<file path="config.mk">
export PLATFORM = sky130hd
export DESIGN_NAME = sgd_x_host_wr
export DESIGN_NICKNAME = d
export VERILOG_FILES = /design/src/rtl/sgd_x_host_wr_pkg.sv /design/src/rtl/sgd_x_host_wr_fifo.sv /design/src/rtl/sgd_x_host_wr.sv
export SDC_FILE = /design/constraint.sdc
export NUM_CORES = 2
export LEC_CHECK = 0
export CORE_AREA = 3 3 544 546
export DETAILED_ROUTE_END_ITERATION = 16
export DIE_AREA = 0 0 547 549
export PLACE_DENSITY_LB_ADDON = 0.2
export SLEW_MARGIN = 20
export SYNTH_ARGS = -nofsm -noshare
export SYNTH_HDL_FRONTEND = slang
export SYNTH_SLANG_ARGS = --single-unit
</file>
<file path="constraint.sdc">
create_clock -name clk -period 106 [get_ports clk]
set_clock_uncertainty 0.1 [all_clocks]
set_input_delay 21.2 -clock clk [delete_from_list [all_inputs] [get_ports clk]]
set_output_delay 21.2 -clock clk [all_outputs]
set_load 0.02 [all_outputs]
</file>
<file path="src/rtl/sgd_x_host_wr_pkg.sv">
// Shared definitions for the x host-writeback path: FSM encoding, line size and
// the BRAM geometry defaults also used by the x write-control stage.
package sgd_x_host_wr_pkg;

    typedef enum logic [2:0] {
        ST_IDLE     = 3'd0,
        ST_READ     = 3'd1,
        ST_DRAIN    = 3'd2,
        ST_DONE     = 3'd3,
        ST_WAIT_LOW = 3'd4
    } xwr_state_e;

    localparam int LINE_BYTES        = 64;
    localparam int BANK_SHIFT_DFLT   = 3;
    localparam int X_ADDR_WIDTH_DFLT = 9;

endpackage

</file>
<file path="src/rtl/sgd_x_host_wr_fifo.sv">
// Synchronous first-word-fall-through FIFO with occupancy count, used to stage
// packed host lines between the BRAM read pipeline and the write interface.
module sgd_x_host_wr_fifo #(
    parameter int WIDTH = 512,
    parameter int DEPTH = 8,
    localparam int CNT_W = $clog2(DEPTH + 1),
    localparam int PTR_W = (DEPTH > 1) ? $clog2(DEPTH) : 1
) (
    input  logic             clk,
    input  logic             rst_n,
    input  logic             push_i,
    input  logic [WIDTH-1:0] data_i,
    input  logic             pop_i,
    output logic [WIDTH-1:0] data_o,
    output logic [CNT_W-1:0] count_o
);

    logic [WIDTH-1:0] mem_q [DEPTH];
    logic [PTR_W-1:0] wr_ptr_q, rd_ptr_q;
    logic [CNT_W-1:0] count_q;
    logic             push_ok, pop_ok;

    assign push_ok = push_i && (count_q != CNT_W'(DEPTH));
    assign pop_ok  = pop_i && (count_q != '0);
    assign data_o  = mem_q[rd_ptr_q];
    assign count_o = count_q;

    always_ff @(posedge clk) begin
        if (!rst_n) begin
            wr_ptr_q <= '0;
            rd_ptr_q <= '0;
            count_q  <= '0;
        end else begin
            if (push_ok)
                wr_ptr_q <= (wr_ptr_q == PTR_W'(DEPTH - 1)) ? '0 : wr_ptr_q + 1'b1;
            if (pop_ok)
                rd_ptr_q <= (rd_ptr_q == PTR_W'(DEPTH - 1)) ? '0 : rd_ptr_q + 1'b1;
            case ({push_ok, pop_ok})
                2'b10:   count_q <= count_q + 1'b1;
                2'b01:   count_q <= count_q - 1'b1;
                default: count_q <= count_q;
            endcase
        end
    end

    // Storage carries data only, so it is not reset.
    always_ff @(posedge clk) begin
        if (push_ok)
            mem_q[wr_ptr_q] <= data_i;
    end

endmodule

</file>
<file path="src/rtl/sgd_x_host_wr.sv">
// Streams model x from the x BRAM into 512-bit host lines and writes them out.
// Optional macro SGD_X_HOST_WR_EPOCH_OFFSET_EN places each epoch's model at its own offset.
module sgd_x_host_wr
    import sgd_x_host_wr_pkg::*;
#(
    parameter int X_DATA_WIDTH   = 256,
    parameter int MEM_DATA_WIDTH = 512,
    parameter int X_ADDR_WIDTH   = X_ADDR_WIDTH_DFLT,
    parameter int BANK_SHIFT     = BANK_SHIFT_DFLT,
    parameter int RD_LATENCY     = 2,
    parameter int FIFO_DEPTH     = 8
) (
    input  logic                      clk,
    input  logic                      rst_n,
    input  logic                      started,
    input  logic [31:0]               dimension,
    input  logic [63:0]               addr_model,
    input  logic                      writing_x_to_host_memory_en,
    output logic                      writing_x_to_host_memory_done,
    output logic                      x_rd_en,
    output logic [X_ADDR_WIDTH-1:0]   x_rd_addr,
    input  logic [X_DATA_WIDTH-1:0]   x_rd_data,
    output logic                      um_tx_wr_valid,
    input  logic                      um_tx_wr_ready,
    output logic [63:0]               um_tx_wr_addr,
    output logic [MEM_DATA_WIDTH-1:0] um_tx_data,
    output logic [31:0]               state_counters_x_host_wr
);

    localparam int CNT_W = $clog2(FIFO_DEPTH + 1);

    xwr_state_e state_q, state_d;
    logic [31:0] word_idx_q, word_idx_d;
    logic [31:0] line_idx_q, line_idx_d;
    logic [63:0] base_q, base_d, base_new;
    logic [7:0]  epoch_q, epoch_d;
    logic        started_q;
    logic [31:0] num_words_q, num_lines_q, num_words_new;

    logic [RD_LATENCY-1:0] tag_vld_q, tag_odd_q, tag_last_q;
    logic [31:0]           inflight_lines;
    logic                  rd_last;

    logic [X_DATA_WIDTH-1:0]   lo_q;
    logic                      fifo_push, fifo_pop;
    logic [MEM_DATA_WIDTH-1:0] fifo_din, fifo_head;
    logic [CNT_W-1:0]          fifo_count;

    assign num_words_new = {{BANK_SHIFT{1'b0}}, dimension[31:BANK_SHIFT]}
                         + {31'b0, (dimension[BANK_SHIFT-1:0] != '0)};

`ifdef SGD_X_HOST_WR_EPOCH_OFFSET_EN
    logic [63:0] epoch_prod;
    assign epoch_prod = 64'(epoch_q) * 64'(num_lines_q);
    assign base_new   = addr_model + (epoch_prod << 6);
`else
    assign base_new = addr_model;
`endif

    assign rd_last = (word_idx_q == num_words_q - 32'd1);

    // Lines still owed to the FIFO by reads already issued to the BRAM.
    always_comb begin
        inflight_lines = '0;
        for (int i = 0; i < RD_LATENCY; i++)
            inflight_lines = inflight_lines + {31'b0, tag_vld_q[i] & (tag_odd_q[i] | tag_last_q[i])};
    end

    always_comb begin
        state_d    = state_q;
        word_idx_d = word_idx_q;
        line_idx_d = line_idx_q + {31'b0, fifo_pop};
        base_d     = base_q;
        epoch_d    = epoch_q;
        x_rd_en    = 1'b0;
        writing_x_to_host_memory_done = 1'b0;
        case (state_q)
            ST_IDLE: begin
                if (writing_x_to_host_memory_en) begin
                    word_idx_d = '0;
                    line_idx_d = '0;
                    base_d     = base_new;
                    state_d    = (num_words_q == '0) ? ST_DONE : ST_READ;
                end
            end
            ST_READ: begin
                if (({{(32-CNT_W){1'b0}}, fifo_count} + inflight_lines) < 32'(FIFO_DEPTH)) begin
                    x_rd_en    = 1'b1;
                    word_idx_d = word_idx_q + 32'd1;
                    if (rd_last)
                        state_d = ST_DRAIN;
                end
            end
            ST_DRAIN: begin
                if (fifo_count == '0 && tag_vld_q == '0 && line_idx_q == num_lines_q)
                    state_d = ST_DONE;
            end
            ST_DONE: begin
                writing_x_to_host_memory_done = 1'b1;
                epoch_d = epoch_q + 8'd1;
                state_d = ST_WAIT_LOW;
            end
            ST_WAIT_LOW: begin
                if (!writing_x_to_host_memory_en)
                    state_d = ST_IDLE;
            end
            default: state_d = ST_IDLE;
        endcase
        if (started && !started_q)
            epoch_d = '0;
    end

    always_ff @(posedge clk) begin
        if (!rst_n) begin
            state_q     <= ST_IDLE;
            word_idx_q  <= '0;
            line_idx_q  <= '0;
            base_q      <= '0;
            epoch_q     <= '0;
            started_q   <= 1'b0;
            num_words_q <= '0;
            num_lines_q <= '0;
            tag_vld_q   <= '0;
            tag_odd_q   <= '0;
            tag_last_q  <= '0;
        end else begin
            state_q     <= state_d;
            word_idx_q  <= word_idx_d;
            line_idx_q  <= line_idx_d;
            base_q      <= base_d;
            epoch_q     <= epoch_d;
            started_q   <= started;
            num_words_q <= num_words_new;
            num_lines_q <= (num_words_q + 32'd1) >> 1;
            tag_vld_q[0]  <= x_rd_en;
            tag_odd_q[0]  <= word_idx_q[0];
            tag_last_q[0] <= rd_last;
            for (int i = 1; i < RD_LATENCY; i++) begin
                tag_vld_q[i]  <= tag_vld_q[i-1];
                tag_odd_q[i]  <= tag_odd_q[i-1];
                tag_last_q[i] <= tag_last_q[i-1];
            end
        end
    end

    // Even word waits in lo_q for its odd partner; a trailing even word goes out alone.
    always_comb begin
        fifo_push = 1'b0;
        fifo_din  = {x_rd_data, lo_q};
        if (tag_vld_q[RD_LATENCY-1]) begin
            if (tag_odd_q[RD_LATENCY-1]) begin
                fifo_push = 1'b1;
            end else if (tag_last_q[RD_LATENCY-1]) begin
                fifo_push = 1'b1;
                fifo_din  = {{X_DATA_WIDTH{1'b0}}, x_rd_data};
            end
        end
    end

    always_ff @(posedge clk) begin
        if (tag_vld_q[RD_LATENCY-1] && !tag_odd_q[RD_LATENCY-1])
            lo_q <= x_rd_data;
    end

    sgd_x_host_wr_fifo #(
        .WIDTH (MEM_DATA_WIDTH),
        .DEPTH (FIFO_DEPTH)
    ) u_fifo (
        .clk     (clk),
        .rst_n   (rst_n),
        .push_i  (fifo_push),
        .data_i  (fifo_din),
        .pop_i   (fifo_pop),
        .data_o  (fifo_head),
        .count_o (fifo_count)
    );

    assign um_tx_wr_valid = (fifo_count != '0);
    assign fifo_pop       = um_tx_wr_valid && um_tx_wr_ready;
    assign um_tx_data     = um_tx_wr_valid ? fifo_head : '0;
    assign um_tx_wr_addr  = base_q + {26'b0, line_idx_q, 6'b0};
    assign x_rd_addr      = word_idx_q[X_ADDR_WIDTH-1:0];
    assign state_counters_x_host_wr = {writing_x_to_host_memory_en, state_q,
                                       line_idx_q[19:0], epoch_q};

endmodule
</file>
==> flow_summary.json <==
{
  "outcome": "finished clean",
  "grt_max_degree": 149,
  "setup-tns-final_ns": 0,
  "worst_pin_slew_ns": 1.15,
  "gr-usage-all-layers": 0.279,
  "hold_violations": 0,
  "fill_cells": 16800,
  "wl_per_cell_um": 29.4,
  "cp-end-kind": "output pin",
  "syn_area_um2": 180000,
  "rows": 198,
  "power_density_nw_per_um2": 17.6,
  "crit_type": "in -> out",
  "syn_inst": 8944,
  "ir_drop_v": 0.0000166,
  "start_util": 0.619,
  "ctsResizeCount": 0,
  "grt_pass1_vias": 94200,
  "h-tree-depth": 5,
  "synth_common_cells": "edfxtp_1 (4,352), mux4_2 (1,024), nor2_1 (639), mux2i_1 (515), and2_1 (329)",
  "grt_setup_unrepaired": "no",
  "max_freq_ghz": 0.0228,
  "final_core_utilization": 0.718,
  "finalCriticalPeriod_ns": 43.87,
  "cts_buffer_depth": 4,
  "slowest_stage": "clkdlybuf4s50_1",
  "synthArstFlopShare": 0,
  "grt_overflow": 0,
  "drive_gt1_frac": 0.203,
  "ys_warn_count": 0,
  "cts_tree": "yes",
  "portBuffers": 976,
  "cpPeakStageDelay_ns": 0.70,
  "cp_top_family": "buffers and inverters",
  "cts_root_buf": "clkbuf_16",
  "cp-start-kind": "primary input",
  "ctsHoldBuffers": 0,
  "cap_violations": 0,
  "drv_slew": 0,
  "ys.flop_type": "edfxtp_1",
  "path_max_fanout": 5,
  "dr.pass1.iters": 7,
  "holdWs_ns": 0.368,
  "final_nets": 10400,
  "crit_chain": "clkdlybuf4s50_1, clkdlybuf4s50_1",
  "synthDistinctLibCells": 84,
  "grt_pass1_wl_um": 624000,
  "crit_top_cell": "clkdlybuf4s50_1",
  "period_share": 0.414,
  "dieArea_um2": 300000,
  "setup_viol": 0,
  "clk_pin_slew_ns": 0.06,
  "dpl.hpwl_um": 237000,
  "antenna_found_initial": 84,
  "io_pins": 977,
  "crit_required_ns": 84.70,
  "critPathBufInv": 2,
  "post_cts.repair.setup_buffers": 0,
  "synth_edf_count": 4352,
  "hold_path_class": "reg -> reg",
  "clock_latency_ns": 0.96,
  "vias": 90800,
  "critPathArrivalTime_ns": 22.57,
  "timing.slew.headroom": 0.236,
  "p_total_w": 0.00368,
  "finalWirelength_um": 421000,
  "syn_nets": 9352,
  "finalInstanceArea_um2": 209000,
  "drtIter0Drc": 9388,
  "cts_buffers": 445,
  "synth_top_area_share": 0.725,
  "ant_nets": 0,
  "dieWidth_um": 547,
  "synthTopCellsByArea": "edfxtp_1 (73%), mux4_2 (13%), mux2i_1 (2.9%)",
  "avgSynthCellArea_um2": 20.1,
  "core_area_um2": 291000,
  "placed_cell_area_um2": 194000,
  "ys_seq_elements": 4571,
  "clock_sinks": 4571,
  "synth.most_common_cell": "edfxtp_1",
  "drc": 0,
  "yosys.area.top_type": "edfxtp_1",
  "yosysSeqAreaShare": 0.750,
  "die_y_um": 549,
  "area_delta_synth_final_pct": 16.1,
  "globalplace.congestion": 0.974,
  "viasPerCell": 6.34,
  "leakage_nw": 64.0
}
-- layout make-up --
class | instances | area (um2) | area share
Sequential cell | 4571 | 135000 | 0.646
Tap cell | 3900 | 4880 | 0.0233
Clock buffer | 537 | 11500 | 0.0550
Timing Repair Buffer | 1118 | 11200 | 0.0534
Multi-Input combinational cell | 3835 | 43000 | 0.205
Antenna cell | 48 | 120 | 0.000574
Inverter | 34 | 128 | 0.000610
Clock inverter | 287 | 3300 | 0.0158
-- metrics by stage --
stage | setup slack, ns | instances
global route | 62.11 | 14300
detailed placement | 62.13 | 13500
CTS | 62.13 | 14300
finish | 62.13 | 14300
global placement | 62.14 | 13500
floorplan | 63.37 | 8944
-- power by group --
part           switching [W]  internal (W)
Sequential        0.00000664       0.00198
Combinational      0.0000659     0.0000444
Clock               0.000670      0.000906
Total               0.000743       0.00293
-- path summary, 6_finish.rpt --
| check | start | to | slack (ns) | depth (start not counted) |
|---|---|---|---|---|
| setup / recovery | writing_x_to_host_memory_en | state_counters_x_host_wr[31] | 62.13 | 2 |
| hold / removal | base_q[5] | base_q[5] | 0.37 | 2 |
| setup reg to reg | u_fifo.count_o[0] | u_fifo.mem_q[3][113] | 99.63 | 9 |
| hold reg to reg | base_q[5] | base_q[5] | 0.37 | 2 |
-- state kept, by name, indices dropped and copies added, names as in the netlist, named ones only --
signal and flops:
base_q 64, epoch_q 8, line_idx_q 32, lo_q 256
num_lines_q 30, num_words_q 30, started_q 1, state_q 3
tag_last_q 2, tag_odd_q 2, tag_vld_q 2, u_fifo.count_o 4
u_fifo.mem_q 4096, u_fifo.rd_ptr_q 3, u_fifo.wr_ptr_q 3, word_idx_q 32
-- layer usage --
layer | track usage | vias up | wire length (um)
li1 | - | 38100 | -
met4 | 0.0934 | 42 | 14700
met3 | 0.0611 | 665 | 37000
met5 | 0 | - | 276
met1 | 0.380 | 47900 | 160000
met2 | 0.456 | 4075 | 208000
-- layout by cell type (no fill, tap or decap), types with 6 or more instances in the layout --
cell             Yosys  layout
a21boi_0            76      76
a21o_1              11      11
a21oi_1             51      51
a31oi_1              7       7
and2_1             329     329
and3_1              32      32
and4_1              21      21
buf_12               0      22
buf_4               38     115
bufinv_16            0      52
clkbuf_1           289      88
clkbuf_16            0     445
clkdlybuf4s50_1      0     975
clkinv_1             0      96
clkinv_16            0      22
clkinv_2             0      87
clkinvlp_4           0      14
dfxtp_1            219     216
diode_2              0      48
edfxtp_1          4352    4352
ha_1                49      49
inv_1               34      34
mux2_2             256     256
mux2i_1            515     515
mux4_2            1024    1024
nand2_1            234     232
nand2b_1             6       6
nand3_1             68      67
nand4_1             46      46
nor2_1             639     637
nor2b_1             19      18
nor3_1              32      29
nor3b_1             14      10
nor4_1              18      17
o211ai_1             8       8
o21a_1              11      11
o21ai_0             39      39
or3_1               17      17
xnor2_1            138     138
xor2_1              94      94
-- kinds of logic (layout without fill, tap and decap cells) --
kind of cell | Yosys count | after routing | synth area share
AO/OA/AOI/OAI | 243 | 243 | 0.00915
XOR/XNOR | 232 | 232 | 0.0113
adder cells (fa/ha/maj) | 51 | 51 | 0.00363
buffers and inverters | 538 | 1976 | 0.0123
flip-flops | 4571 | 4571 | 0.750
multiplexers | 1796 | 1796 | 0.173
other | 0 | 48 | 0
AND/OR/NAND/NOR | 1513 | 1513 | 0.0413
Note: power is estimated with default switching activity, not from simulation.
